<file path="config.mk">
export PLATFORM = sky130hd
export DESIGN_NAME = fadd_wb_queue
export DESIGN_NICKNAME = d
export VERILOG_FILES = /design/src/rtl/fadd_wb_queue.sv
export SDC_FILE = /design/constraint.sdc
export NUM_CORES = 1
export LEC_CHECK = 0
export ABC_AREA = 1
export BUFFER_PORTS_ARGS = -buffer_cell sky130_fd_sc_hd__buf_4
export CAP_MARGIN = 20
export CORE_AREA = 2 2 199 162
export CTS_BUF_LIST = sky130_fd_sc_hd__clkbuf_4 sky130_fd_sc_hd__clkbuf_8 sky130_fd_sc_hd__clkbuf_16
export DETAILED_ROUTE_END_ITERATION = 10
export DIE_AREA = 0 0 201 164
export SLEW_MARGIN = 20
export SYNTH_ARGS = -nofsm -noshare
export SYNTH_HDL_FRONTEND = slang
export SYNTH_SLANG_ARGS = --single-unit
</file>
<file path="constraint.sdc">
create_clock -name clk -period 7.2 [get_ports clk]
set_input_delay 1.8 -clock clk [delete_from_list [all_inputs] [get_ports clk]]
set_output_delay 1.8 -clock clk [all_outputs]
set_load 0.05 [all_outputs]
</file>
<file path="src/rtl/fadd_wb_queue.sv">
// fadd_wb_queue
// ------------------------------------------------------------------------
// Writeback buffer between the FP16-style add pipe and the register-file
// writeback port. Each add result is buffered together with its control
// sideband in a small in-order FIFO. The head entry is shown on the wb_*
// port with valid/ready handshaking. As each entry retires, its exception
// flags are ORed into a sticky flag register belonging to its warp.
//
// Ports:
//   clk, rst                  clock, synchronous active-high reset
//   in_valid_i / in_ready_o   upstream handshake (add pipe result)
//   result_i, fflags_i        result word and its exception flags
//   ctrl_c_i, ctrl_reg_idxw_i, ctrl_warpid_i   control sideband
//   wb_valid_o / wb_ready_i   writeback handshake for the head entry
//   wb_data_o, wb_ctrl_c_o, wb_reg_idxw_o, wb_warpid_o   head entry fields
//   count_o                   current occupancy
//   fflags_rd_warpid_i / fflags_rd_o   sticky flag read (combinational)
//   fflags_clr_i / fflags_clr_warpid_i clear the sticky flags of one warp
// ------------------------------------------------------------------------
module fadd_wb_queue #(
  parameter int EXPWIDTH     = 5,
  parameter int PRECISION    = 3,
  parameter int CTRL_C_WIDTH = 16,
  parameter int DEPTH_WARP   = 4,
  parameter int FIFO_DEPTH   = 4
) (
  input  logic                              clk,
  input  logic                              rst,
  input  logic                              in_valid_i,
  output logic                              in_ready_o,
  input  logic [EXPWIDTH+PRECISION:0]       result_i,
  input  logic [4:0]                        fflags_i,
  input  logic [CTRL_C_WIDTH-1:0]           ctrl_c_i,
  input  logic [7:0]                        ctrl_reg_idxw_i,
  input  logic [DEPTH_WARP-1:0]             ctrl_warpid_i,
  output logic                              wb_valid_o,
  input  logic                              wb_ready_i,
  output logic [EXPWIDTH+PRECISION:0]       wb_data_o,
  output logic [CTRL_C_WIDTH-1:0]           wb_ctrl_c_o,
  output logic [7:0]                        wb_reg_idxw_o,
  output logic [DEPTH_WARP-1:0]             wb_warpid_o,
  output logic [$clog2(FIFO_DEPTH):0]       count_o,
  input  logic [DEPTH_WARP-1:0]             fflags_rd_warpid_i,
  output logic [4:0]                        fflags_rd_o,
  input  logic                              fflags_clr_i,
  input  logic [DEPTH_WARP-1:0]             fflags_clr_warpid_i
);

  localparam int W  = EXPWIDTH + PRECISION + 1;
  localparam int NW = 1 << DEPTH_WARP;
  localparam int PW = $clog2(FIFO_DEPTH);
  localparam int CW = PW + 1;

  // Entry storage, one array per field
  logic [W-1:0]            mem_data   [FIFO_DEPTH];
  logic [4:0]              mem_fflags [FIFO_DEPTH];
  logic [CTRL_C_WIDTH-1:0] mem_ctrl_c [FIFO_DEPTH];
  logic [7:0]              mem_reg    [FIFO_DEPTH];
  logic [DEPTH_WARP-1:0]   mem_warpid [FIFO_DEPTH];

  logic [PW-1:0] wr_ptr;
  logic [PW-1:0] rd_ptr;
  logic [CW-1:0] count;
  logic [4:0]    sticky [NW];

  logic          push;
  logic          pop;
  logic [PW-1:0] head_idx;
  logic [4:0]    head_fflags;

  // Handshake terms. in_ready depends only on the registered count, so a
  // full queue stays not-ready even in a cycle where the head is popped.
  always_comb begin
    in_ready_o = (count != CW'(FIFO_DEPTH));
    wb_valid_o = (count != '0);
    push       = in_valid_i & in_ready_o;
    pop        = wb_valid_o & wb_ready_i;
  end

  // When the queue is empty the wb_* fields point one slot behind rd_ptr,
  // which holds the most recently popped entry (all zero after reset).
  always_comb begin
    head_idx      = (count == '0) ? (rd_ptr - PW'(1)) : rd_ptr;
    wb_data_o     = mem_data[head_idx];
    wb_ctrl_c_o   = mem_ctrl_c[head_idx];
    wb_reg_idxw_o = mem_reg[head_idx];
    wb_warpid_o   = mem_warpid[head_idx];
    head_fflags   = mem_fflags[head_idx];
    count_o       = count;
    fflags_rd_o   = sticky[fflags_rd_warpid_i];
  end

  // Entry storage and write pointer; reset zeroes every slot so the wb_*
  // fields read back as zero until the first entry retires.
  always_ff @(posedge clk) begin
    if (rst) begin
      wr_ptr <= '0;
      for (int i = 0; i < FIFO_DEPTH; i++) begin
        mem_data[i]   <= '0;
        mem_fflags[i] <= '0;
        mem_ctrl_c[i] <= '0;
        mem_reg[i]    <= '0;
        mem_warpid[i] <= '0;
      end
    end else if (push) begin
      mem_data[wr_ptr]   <= result_i;
      mem_fflags[wr_ptr] <= fflags_i;
      mem_ctrl_c[wr_ptr] <= ctrl_c_i;
      mem_reg[wr_ptr]    <= ctrl_reg_idxw_i;
      mem_warpid[wr_ptr] <= ctrl_warpid_i;
      wr_ptr             <= wr_ptr + PW'(1);
    end
  end

  // Read pointer and occupancy. Pointers wrap naturally because the depth
  // is a power of two.
  always_ff @(posedge clk) begin
    if (rst) begin
      rd_ptr <= '0;
      count  <= '0;
    end else begin
      if (pop) begin
        rd_ptr <= rd_ptr + PW'(1);
      end
      case ({push, pop})
        2'b10:   count <= count + CW'(1);
        2'b01:   count <= count - CW'(1);
        default: count <= count;
      endcase
    end
  end

  // Sticky flags per warp. A clear and a pop on the same warp in one cycle
  // leave exactly the popped entry's flags: the clear wipes the old value
  // first, then the retiring flags are ORed in.
  always_ff @(posedge clk) begin
    if (rst) begin
      for (int w = 0; w < NW; w++) begin
        sticky[w] <= '0;
      end
    end else begin
      for (int w = 0; w < NW; w++) begin
        sticky[w] <= ((fflags_clr_i && (fflags_clr_warpid_i == DEPTH_WARP'(w)))
                       ? 5'b0 : sticky[w])
                   | ((pop && (wb_warpid_o == DEPTH_WARP'(w)))
                       ? head_fflags : 5'b0);
      end
    end
  end

endmodule

</file>
==> key figures, run 1 <==
Setup path
  – Crit. End Element: output pin
  – R2R setup slack: 3.91 ns
  – Req. time, crit path: 5.40 ns
  – R2r worst-path depth: 11
  – Crit path max fanout: 60
  – CP arrival: 3.21 ns
  – Critical path class: in -> out
  – RR Startpoint: count_o[2]
  – Worst setup SP type: primary input
  – Worst R2R End: sticky[11][3]

Routing
  – Vias after detailed routing: between 9000 and 10000
  – Iteration-0 DRC Markers: 648
  – DRT Pass-1 Iters: 5
  – Wire per inst: 17.3 um
  – Detailed-route wire length: 31300 um
  – Drt via density: 5.11
  – DRC: 0
  – Antenna viol nets, final: 0

Place
  – Placed Area: 0.0127 mm2
  – Routability cong.: about 0.9
  – # port buffers: 101
  – Detail Placement HPWL: 18600 um

Flow run
  – Max Cap Viol: 0

Clock network
  – Clk pin slew, worst setup/hold paths: 0.06 ns
  – Maximum clock path buffer count: 3
  – CTS tree: done
  – Clk Latency, worst-skew pair: roughly 0.55 ns
  – H-tree depth: 1
  – TritonCTS Sinks: between 200 and 300
  – Number of setup buffers added after CTS: 0
  – Clock root buffer: clkbuf_16
  – Resize count post-CTS: 0
  – Total CTS buffers: 28
  – # hold bufs at CTS: 0

Finish
  – Most frequent cells in the layout: nor2_1 (252), nand2_1 (174), edfxtp_1 (168)
  – Commonest non-fill, non-tap cell in the layout: nor2_1
  – Top flop regs: sticky: 80 flops, mem_ctrl_c: 64 flops, mem_data: 36 flops
  – Max reg flops: 80
  – Layout cell share with drive strength beyond 1: 0.138
  – Nets: 1429
  – Syn-to-layout area delta: 17.9%
  – Antenna Cells: 0
  – Finished Cell Area: 0.0136 mm2
  – Largest register by flop count: sticky

Die
  – Die Height: 164 um
  – Core area: 0.0310 mm2
  – IO Pins: 102
  – # rows: 58
  – Die extent in x: about 200 um
  – Die area: approximately 0.033 mm2
  – Starting Density: 0.373

Hold path
  – Hold Path Stages: 2
  – Hold path endpoint: sticky[9][0]
  – HP Class: reg -> reg
  – Hold path startpoint: sticky[9][0]

STA
  – Fin. Hold Viols: 0
  – Post-route clock period utilization: 0.696
  – Maximum clock frequency: 200 MHz
  – Tmin final: 5.01 ns
  – Slew HR: 0.289
  – RSZ-0062 raised after global routing: no
  – Max-slew violations: 0
  – Final setup fails: 0
  – Setup TNS: 0 ns
  – Worst-Margin Slew: 1.07 ns
  – Skew final: 0.0252 ns

Synth
  – Synth area leader: edfxtp_1
  – #FFs+latches synth: around 260
  – Post-Syn Area: 0.0116 mm2
  – Syn_nets: 1364
  – Number of synthesized flops with an enable pin: 168
  – Synth area leaders: edfxtp_1 (44%), dfxtp_1 (15%), nor2_1 (8.3%), nand2_1 (5.7%), a21oi_1 (4.6%)
  – Distinct cell type count after synthesis: 31
  – Synth top area share: 0.436
  – Syn avg cell area: 8.85 um2
  – Synth warnings: 0
  – Post-synthesis sequential area ratio: 0.586
  – Synth Flop Type: edfxtp_1
  – Cells after Synth: approximately 1300
  – Ys async rst share: 0

Status
  – Outcome: completed

Global route
  – Gr usage total: 0.189
  – GR Overflow Total: 0
  – Pin count of the biggest net entering global routing: 84
  – First-pass GRT wire length: 49100 um
  – Initial antenna violation count: 0
  – Vias in the first global route: between 8000 and 9000
metrics by stage:
stage	util	worst slack, ns	hold WS (ns)	cells
after floorplan	-	1.60	0.442	1307
after global placement	0.409	2.26	0.454	1762
after CTS	0.440	2.19	0.469	1814
after detailed placement	0.409	2.21	0.459	1762
final	0.440	2.19	0.468	1814
after global routing	0.440	1.96	0.482	1814
synthesized netlist by cell type (2+ instances only):
master      n
nand2_1   175
edfxtp_1  168
clkinv_1    3
o21ai_0   103
nand3_1   103
nand2_2     5
buf_6       2
buf_4       5
a21oi_1   107
buf_2      22
mux2i_1    20
dfxtp_1    87
o211ai_1   20
nor3_1      2
inv_1     126
clkbuf_1   52
or2_2       4
o22ai_1    32
nor2_1    255
inv_2       2
o21ai_2     4
how the worst max path moves through the flow:
stage | start | endpoint | slack (ns) | cells after the start
global route | fflags_rd_warpid_i[0] | fflags_rd_o[3] | 1.96 | 7
detailed placement | fflags_rd_warpid_i[0] | fflags_rd_o[3] | 2.21 | 6
floorplan | in_valid_i | mem_ctrl_c[3][0] | 1.60 | 2
global placement | fflags_rd_warpid_i[0] | fflags_rd_o[3] | 2.26 | 6
CTS | fflags_rd_warpid_i[0] | fflags_rd_o[3] | 2.19 | 7
finish | fflags_rd_warpid_i[0] | fflags_rd_o[3] | 2.19 | 7
worst max-delay path: stages:
cell,delay (ns)
buf_4,0.50
a21oi_1,0.14
o21ai_0,0.09
o21ai_0,0.12
o211ai_1,0.25
nand2_1,0.09
buf_4,0.20
layout make-up:
type,instances,area [um2]
timing repair buffer,117,878
clock inverter,14,139
multi-input combinational,839,3980
tap,420,526
sequential,255,6790
clock buffer,38,842
inverter,131,492
fill,3042,17300
per-layer routing:
layer	GRT usage	wire length, um	vias to the layer above
met2	0.311	14600	295
li1	-	-	4507
met1	0.265	14200	4432
met3	0.0240	1930	41
met4	0.0471	663	0
met5	0	0	-
cell families after synthesis:
group / share of synthesized area
flip-flops: 0.586
AND/OR/NAND/NOR: 0.193
AO/OA/AOI/OAI: 0.126
adder cells (fa/ha/maj): 0.00281
multiplexers: 0.0173
buffers and inverters: 0.0744
Power of run 1 is not shown: default switching activity piles up to over one toggle a cycle in this logic, so the estimate is an artifact.
==> run 2, diff against run 1 <==
==> constraint.sdc (replaced) <==
create_clock -name clk -period 4.5 [get_ports clk]
set_input_delay 1.125 -clock clk [delete_from_list [all_inputs] [get_ports clk]]
set_output_delay 1.125 -clock clk [all_outputs]
set_load 0.05 [all_outputs]
==> run 2 against run 1 <==
Net effect:
- sequential share of layout area decreased by 0.13 points
- cell count increased by 0.11%
- non-clock buffer count increased by 4
- worst setup slack got worse by 1.6 ns
- clock skew increased by 0.0017 ns
- routed wire length increased by 0.86%
- die area unchanged
- critical path depth unchanged
- global-route usage increased by 0.13 points
- worst hold slack got worse by 0.0028 ns
==> key figures, run 2 (synthesis gave the netlist of run 1 again) <==
Die
  – Core area: 0.0310 mm2 (unchanged)
  – Die extent in x: 201 um (unchanged)
  – # rows: 58 (unchanged)
  – Die area: 0.0330 mm2 (unchanged)
  – Die Height: 164 um (unchanged)
  – IO Pins: 102 (unchanged)
  – Starting Density: 0.373 (unchanged)

Status
  – Outcome: completed (unchanged)

Routing
  – Drt via density: 5.11 (about the same)
  – DRT Pass-1 Iters: 7 (was 5)
  – Antenna viol nets, final: 0 (unchanged)
  – Detailed-route wire length: 31600 um (was 31300 um)
  – Vias after detailed routing: 9281 (was 9275)
  – Iteration-0 DRC Markers: 745 (was 648)
  – Wire per inst: 17.4 um (was 17.3 um)
  – DRC: 0 (unchanged)

STA
  – RSZ-0062 raised after global routing: no (unchanged)
  – Worst-Margin Slew: 1.05 ns (was 1.07 ns)
  – Fin. Hold Viols: 0 (unchanged)
  – Tmin final: 3.90 ns
  – Maximum clock frequency: 257 MHz
  – Skew final: 0.0269 ns (was 0.0252 ns)
  – Post-route clock period utilization: 0.866
  – Max-slew violations: 0 (unchanged)
  – Slew HR: 0.301 (was 0.289)
  – Final setup fails: 0 (unchanged)
  – Setup TNS: 0 ns (unchanged)

Global route
  – First-pass GRT wire length: 49400 um (was 49100 um)
  – Vias in the first global route: 8948 (was 8830)
  – Pin count of the biggest net entering global routing: 84 (unchanged)
  – GR Overflow Total: 0 (unchanged)
  – Initial antenna violation count: 0 (unchanged)
  – Gr usage total: 0.190 (was 0.189)

Clock network
  – H-tree depth: 1 (unchanged)
  – Clk Latency, worst-skew pair: 0.54 ns (was 0.55 ns)
  – TritonCTS Sinks: 255 (unchanged)
  – Clock root buffer: clkbuf_16 (unchanged)
  – Maximum clock path buffer count: 3 (unchanged)
  – Total CTS buffers: 27 (was 28)
  – CTS tree: done (unchanged)
  – Number of setup buffers added after CTS: 0 (unchanged)
  – Resize count post-CTS: 0 (unchanged)
  – # hold bufs at CTS: 0 (unchanged)
  – Clk pin slew, worst setup/hold paths: 0.06 ns (about the same)

Setup path
  – Critical path class: reg -> out (was in -> out)
  – CP arrival: 2.77 ns (was 3.21 ns)
  – R2R setup slack: 1.32 ns (was 3.91 ns)
  – Req. time, crit path: 3.38 ns (was 5.40 ns)
  – Crit. End Element: output pin (unchanged)
  – Crit path max fanout: 52 (was 60)
  – Worst setup SP type: flip-flop (was primary input)

Finish
  – Antenna Cells: 0 (unchanged)
  – Top flop regs: sticky: 80 flops, mem_ctrl_c: 64 flops, mem_data: 36 flops (unchanged)
  – Nets: 1432 (was 1429)
  – Final core utilization: 0.441 (was 0.440)
  – Largest register by flop count: sticky (unchanged)
  – Commonest non-fill, non-tap cell in the layout: nor2_1 (unchanged)
  – Max reg flops: 80 (unchanged)
  – Layout cell share with drive strength beyond 1: 0.140 (was 0.138)
  – Syn-to-layout area delta: 18.2% (was 17.9%)
  – Most frequent cells in the layout: nor2_1 (252), nand2_1 (174), edfxtp_1 (168) (unchanged)

Place
  – Detail Placement HPWL: 19400 um (was 18600 um)
  – Routability cong.: 0.949 (was 0.874)
  – # port buffers: 101 (unchanged)

Pwr
  – VDD IR-drop max: 534 uV
  – Pwr dens: 828 mW/mm2
  – Leakage: 5.20 nW

Hold path
  – HP Class: reg -> reg (unchanged)

Flow run
  – Max Cap Viol: 0 (unchanged)
[run 2: changes by cell type in the layout (fill, tap and decap cells not counted), sizes merged]
cell and delta:
inv -1, clkinvlp -3, clkinv -3, buf +4, bufinv -1, clkbuf +6
[run 2: cell type report]
type	count	area, um2
Multi-Input combinational cell	839	3970
Clock inverter	6	58.8
Inverter	131	492
Fill cell	3030	17300
Tap cell	420	526
Sequential cell	255	6790
Timing Repair Buffer	121	958
Clock buffer	44	888
[run 2: power by group]
group          leakage [nW]  internal [mW]  switching [mW]
Clock                 0.481           1.40           0.915
Combinational          2.27           1.54            4.59
Sequential             2.45           2.78           0.113
[run 2: critical path: stages (launching register included)]
cell and delay (ns):
dfxtp_1 0.34, nor2_4 0.19, nand3_1 0.17, nand2_2 0.50, buf_12 0.32, o21ai_0 0.11, o22ai_1 0.30, buf_4 0.26
[run 2: routing by layer]
layer | vias up | track usage | part of all wire | wire length (um)
li1 | 4510 | - | - | -
met4 | 0 | 0.0586 | 0.025 | 801
met5 | - | 0 | 0 | 0
met3 | 59 | 0.0292 | 0.060 | 1910
met1 | 4431 | 0.271 | 0.47 | 14700
met2 | 281 | 0.299 | 0.45 | 14200
[run 2: stage by stage]
stage	cell area [um2]	cells	setup slack [ns]	power, mW	hold WS [ns]
floorplan	11600	1307	-0.433	7.14	0.442
global placement	12700	1766	0.942	9.03	0.454
detailed placement	12700	1766	0.886	9.08	0.456
CTS	13700	1816	0.534	11.4	0.466
global route	13700	1816	0.377	11.9	0.482
finish	13700	1816	0.605	11.3	0.465
[run 2: path summary, 6_finish.rpt]
check,start,endpoint,depth (start not counted)
setup reg to reg,count_o[1],sticky[6][3],11
setup / recovery,count_o[0],wb_ctrl_c_o[14],7
hold reg to reg,sticky[5][2],sticky[5][2],2
hold / removal,sticky[5][2],sticky[5][2],2
No activity file was read; power rests on OpenSTA's default activity.
==> run 3, diff against run 2 <==
--- a/config.mk
+++ b/config.mk
@@ -12,6 +12,7 @@
 export CTS_BUF_LIST = sky130_fd_sc_hd__clkbuf_4 sky130_fd_sc_hd__clkbuf_8 sky130_fd_sc_hd__clkbuf_16
 export DETAILED_ROUTE_END_ITERATION = 10
 export DIE_AREA = 0 0 201 164
+export MAX_ROUTING_LAYER = met4
 export SLEW_MARGIN = 20
 export SYNTH_ARGS = -nofsm -noshare
 export SYNTH_HDL_FRONTEND = slang
==> run 3 against run 2 <==
Net effect:
- maximum frequency is 0.12% lower
- critical path type unchanged
- routed wire length increased by 0.11%
- largest power group unchanged
- sequential share of layout area stayed put
- utilization unchanged
- combinational power barely moved
- die area is the same
- sequential power about the same
- register-to-register slack about the same
- clock skew barely moved
==> key figures, run 3 (synthesis gave the netlist of run 1 again) <==
Status
  – Outcome: completed (unchanged)

Pwr
  – Leakage: 5.20 nW (unchanged)
  – Final total power: 11.3 mW (about the same)
  – VDD IR-drop max: 534 uV (about the same)
  – Pwr dens: 828 mW/mm2 (about the same)

Die
  – Die Height: 164 um (unchanged)
  – IO Pins: 102 (unchanged)
  – # rows: 58 (unchanged)
  – Die area: 0.0330 mm2 (unchanged)
  – Core area: 0.0310 mm2 (unchanged)
  – Die extent in x: 201 um (unchanged)
  – Starting Density: 0.373 (unchanged)

Place
  – # port buffers: 101 (unchanged)
  – Placed Area: 0.0127 mm2 (unchanged)
  – Detail Placement HPWL: 19400 um (unchanged)
  – Routability cong.: 0.967 (was 0.949)

STA
  – Fin. Hold Viols: 0 (unchanged)
  – Final setup fails: 0 (unchanged)
  – Worst-Margin Slew: 1.04 ns (was 1.05 ns)
  – Max-slew violations: 0 (unchanged)
  – Post-route clock period utilization: 0.867 (was 0.866)
  – Skew final: 0.0265 ns (was 0.0269 ns)
  – RSZ-0062 raised after global routing: no (unchanged)
  – Slew HR: 0.304 (was 0.301)
  – Maximum clock frequency: 256 MHz (was 257 MHz)
  – Setup TNS: 0 ns (unchanged)
  – Tmin final: 3.90 ns (about the same)

Finish
  – Top flop regs: sticky: 80 flops, mem_ctrl_c: 64 flops, mem_data: 36 flops (unchanged)
  – Commonest non-fill, non-tap cell in the layout: nor2_1 (unchanged)
  – Layout cell share with drive strength beyond 1: 0.140 (unchanged)
  – Most frequent cells in the layout: nor2_1 (252), nand2_1 (174), edfxtp_1 (168) (unchanged)
  – Max reg flops: 80 (unchanged)
  – Finished Cell Area: 0.0137 mm2 (unchanged)
  – Syn-to-layout area delta: 18.2% (unchanged)
  – Fill count: 3030 (unchanged)
  – Antenna Cells: 0 (unchanged)
  – Largest register by flop count: sticky (unchanged)
  – Final core utilization: 0.441 (unchanged)
  – Nets: 1432 (unchanged)

Clock network
  – # hold bufs at CTS: 0 (unchanged)
  – Total CTS buffers: 27 (unchanged)
  – CTS tree: done (unchanged)
  – Clk Latency, worst-skew pair: 0.54 ns (about the same)
  – Maximum clock path buffer count: 3 (unchanged)
  – H-tree depth: 1 (unchanged)
  – TritonCTS Sinks: 255 (unchanged)
  – Resize count post-CTS: 0 (unchanged)
  – Number of setup buffers added after CTS: 0 (unchanged)
  – Clk pin slew, worst setup/hold paths: 0.06 ns (about the same)
  – Clock root buffer: clkbuf_16 (unchanged)

Setup path
  – Crit path max fanout: 52 (unchanged)
  – Slowest cell on crit path: nand2_2 (unchanged)
  – Crit. End Element: output pin (unchanged)
  – Req. time, crit path: 3.38 ns (about the same)
  – R2R setup slack: 1.33 ns (was 1.32 ns)
  – CP arrival: 2.77 ns (about the same)
  – Max incr delay on CP: 0.50 ns (about the same)
  – Critical path class: reg -> out (unchanged)
  – CP Cell Sequence: nor2_4, nand3_1, nand2_2, buf_12, o21ai_0, o22ai_1, buf_4 (unchanged)
  – Top cell family by delay on the critical path: simple AND/OR/NAND/NOR gates (unchanged)
  – Worst setup SP type: flip-flop (unchanged)
  – Bufs and invs on worst path: 2 (unchanged)

Routing
  – Detailed-route wire length: 31600 um (about the same)
  – DRC: 0 (unchanged)
  – Drt via density: 5.07 (was 5.11)
  – Vias after detailed routing: 9203 (was 9281)
  – Antenna viol nets, final: 0 (unchanged)
  – Wire per inst: 17.4 um (about the same)
  – DRT Pass-1 Iters: 5 (was 7)
  – Iteration-0 DRC Markers: 742 (was 745)

Global route
  – First-pass GRT wire length: 49400 um (about the same)
  – Gr usage total: 0.196 (was 0.190)
  – Pin count of the biggest net entering global routing: 84 (unchanged)
  – Initial antenna violation count: 0 (unchanged)
  – Vias in the first global route: 8922 (was 8948)
  – GR Overflow Total: 0 (unchanged)

Hold path
  – HP Class: reg -> reg (unchanged)

Flow run
  – Max Cap Viol: 0 (unchanged)
==> run 3: area by class of cell <==
| type | instances | area (um2) | area share |
|---|---|---|---|
| sequential | 255 | 6790 | 0.496 |
| timing repair buffer | 121 | 958 | 0.0701 |
| inverter | 131 | 492 | 0.0359 |
| clock inverter | 6 | 58.8 | 0.00430 |
| clock buffer | 44 | 888 | 0.0649 |
| multi-input combinational | 839 | 3970 | 0.290 |
| tap | 420 | 526 | 0.0384 |
==> run 3: per-stage QoR <==
stage          cells  hold slack, ns  setup slack, ns
3_3_place_gp    1766           0.454            0.942
5_1_grt         1816           0.482            0.378
4_1_cts         1816           0.466            0.534
2_1_floorplan   1307           0.442           -0.433
6_report        1816           0.465            0.600
3_5_place_dp    1766           0.456            0.886
==> run 3: path summary, 6_finish.rpt <==
| kind | from | end | depth (start not counted) |
|---|---|---|---|
| max | count_o[0] | wb_ctrl_c_o[14] | 7 |
| min | sticky[4][3] | sticky[4][3] | 2 |
| max reg2reg | count_o[1] | sticky[6][3] | 11 |
| min reg2reg | sticky[4][3] | sticky[4][3] | 2 |
==> run 3: metal layers <==
metal / track usage / share of wire / up-vias
met4: 0.0586 / 0.025 / 0
met3: 0.0280 / 0.049 / 57
met2: 0.297 / 0.45 / 239
li1: - / - / 4507
met5: - / 0 / -
met1: 0.272 / 0.48 / 4400
==> run 3: tightest hold or removal path: stages (launching register included) <==
cell and delay [ns]:
dfxtp_1 0.31, nand2_1 0.06, a21oi_1 0.05
==> run 3: power breakdown <==
part / internal, mW / leakage [nW] / switching, mW
Combinational: 1.54 / 2.27 / 4.59
Clock: 1.40 / 0.481 / 0.910
Sequential: 2.78 / 2.45 / 0.113
Total: 5.72 / 5.20 / 5.61
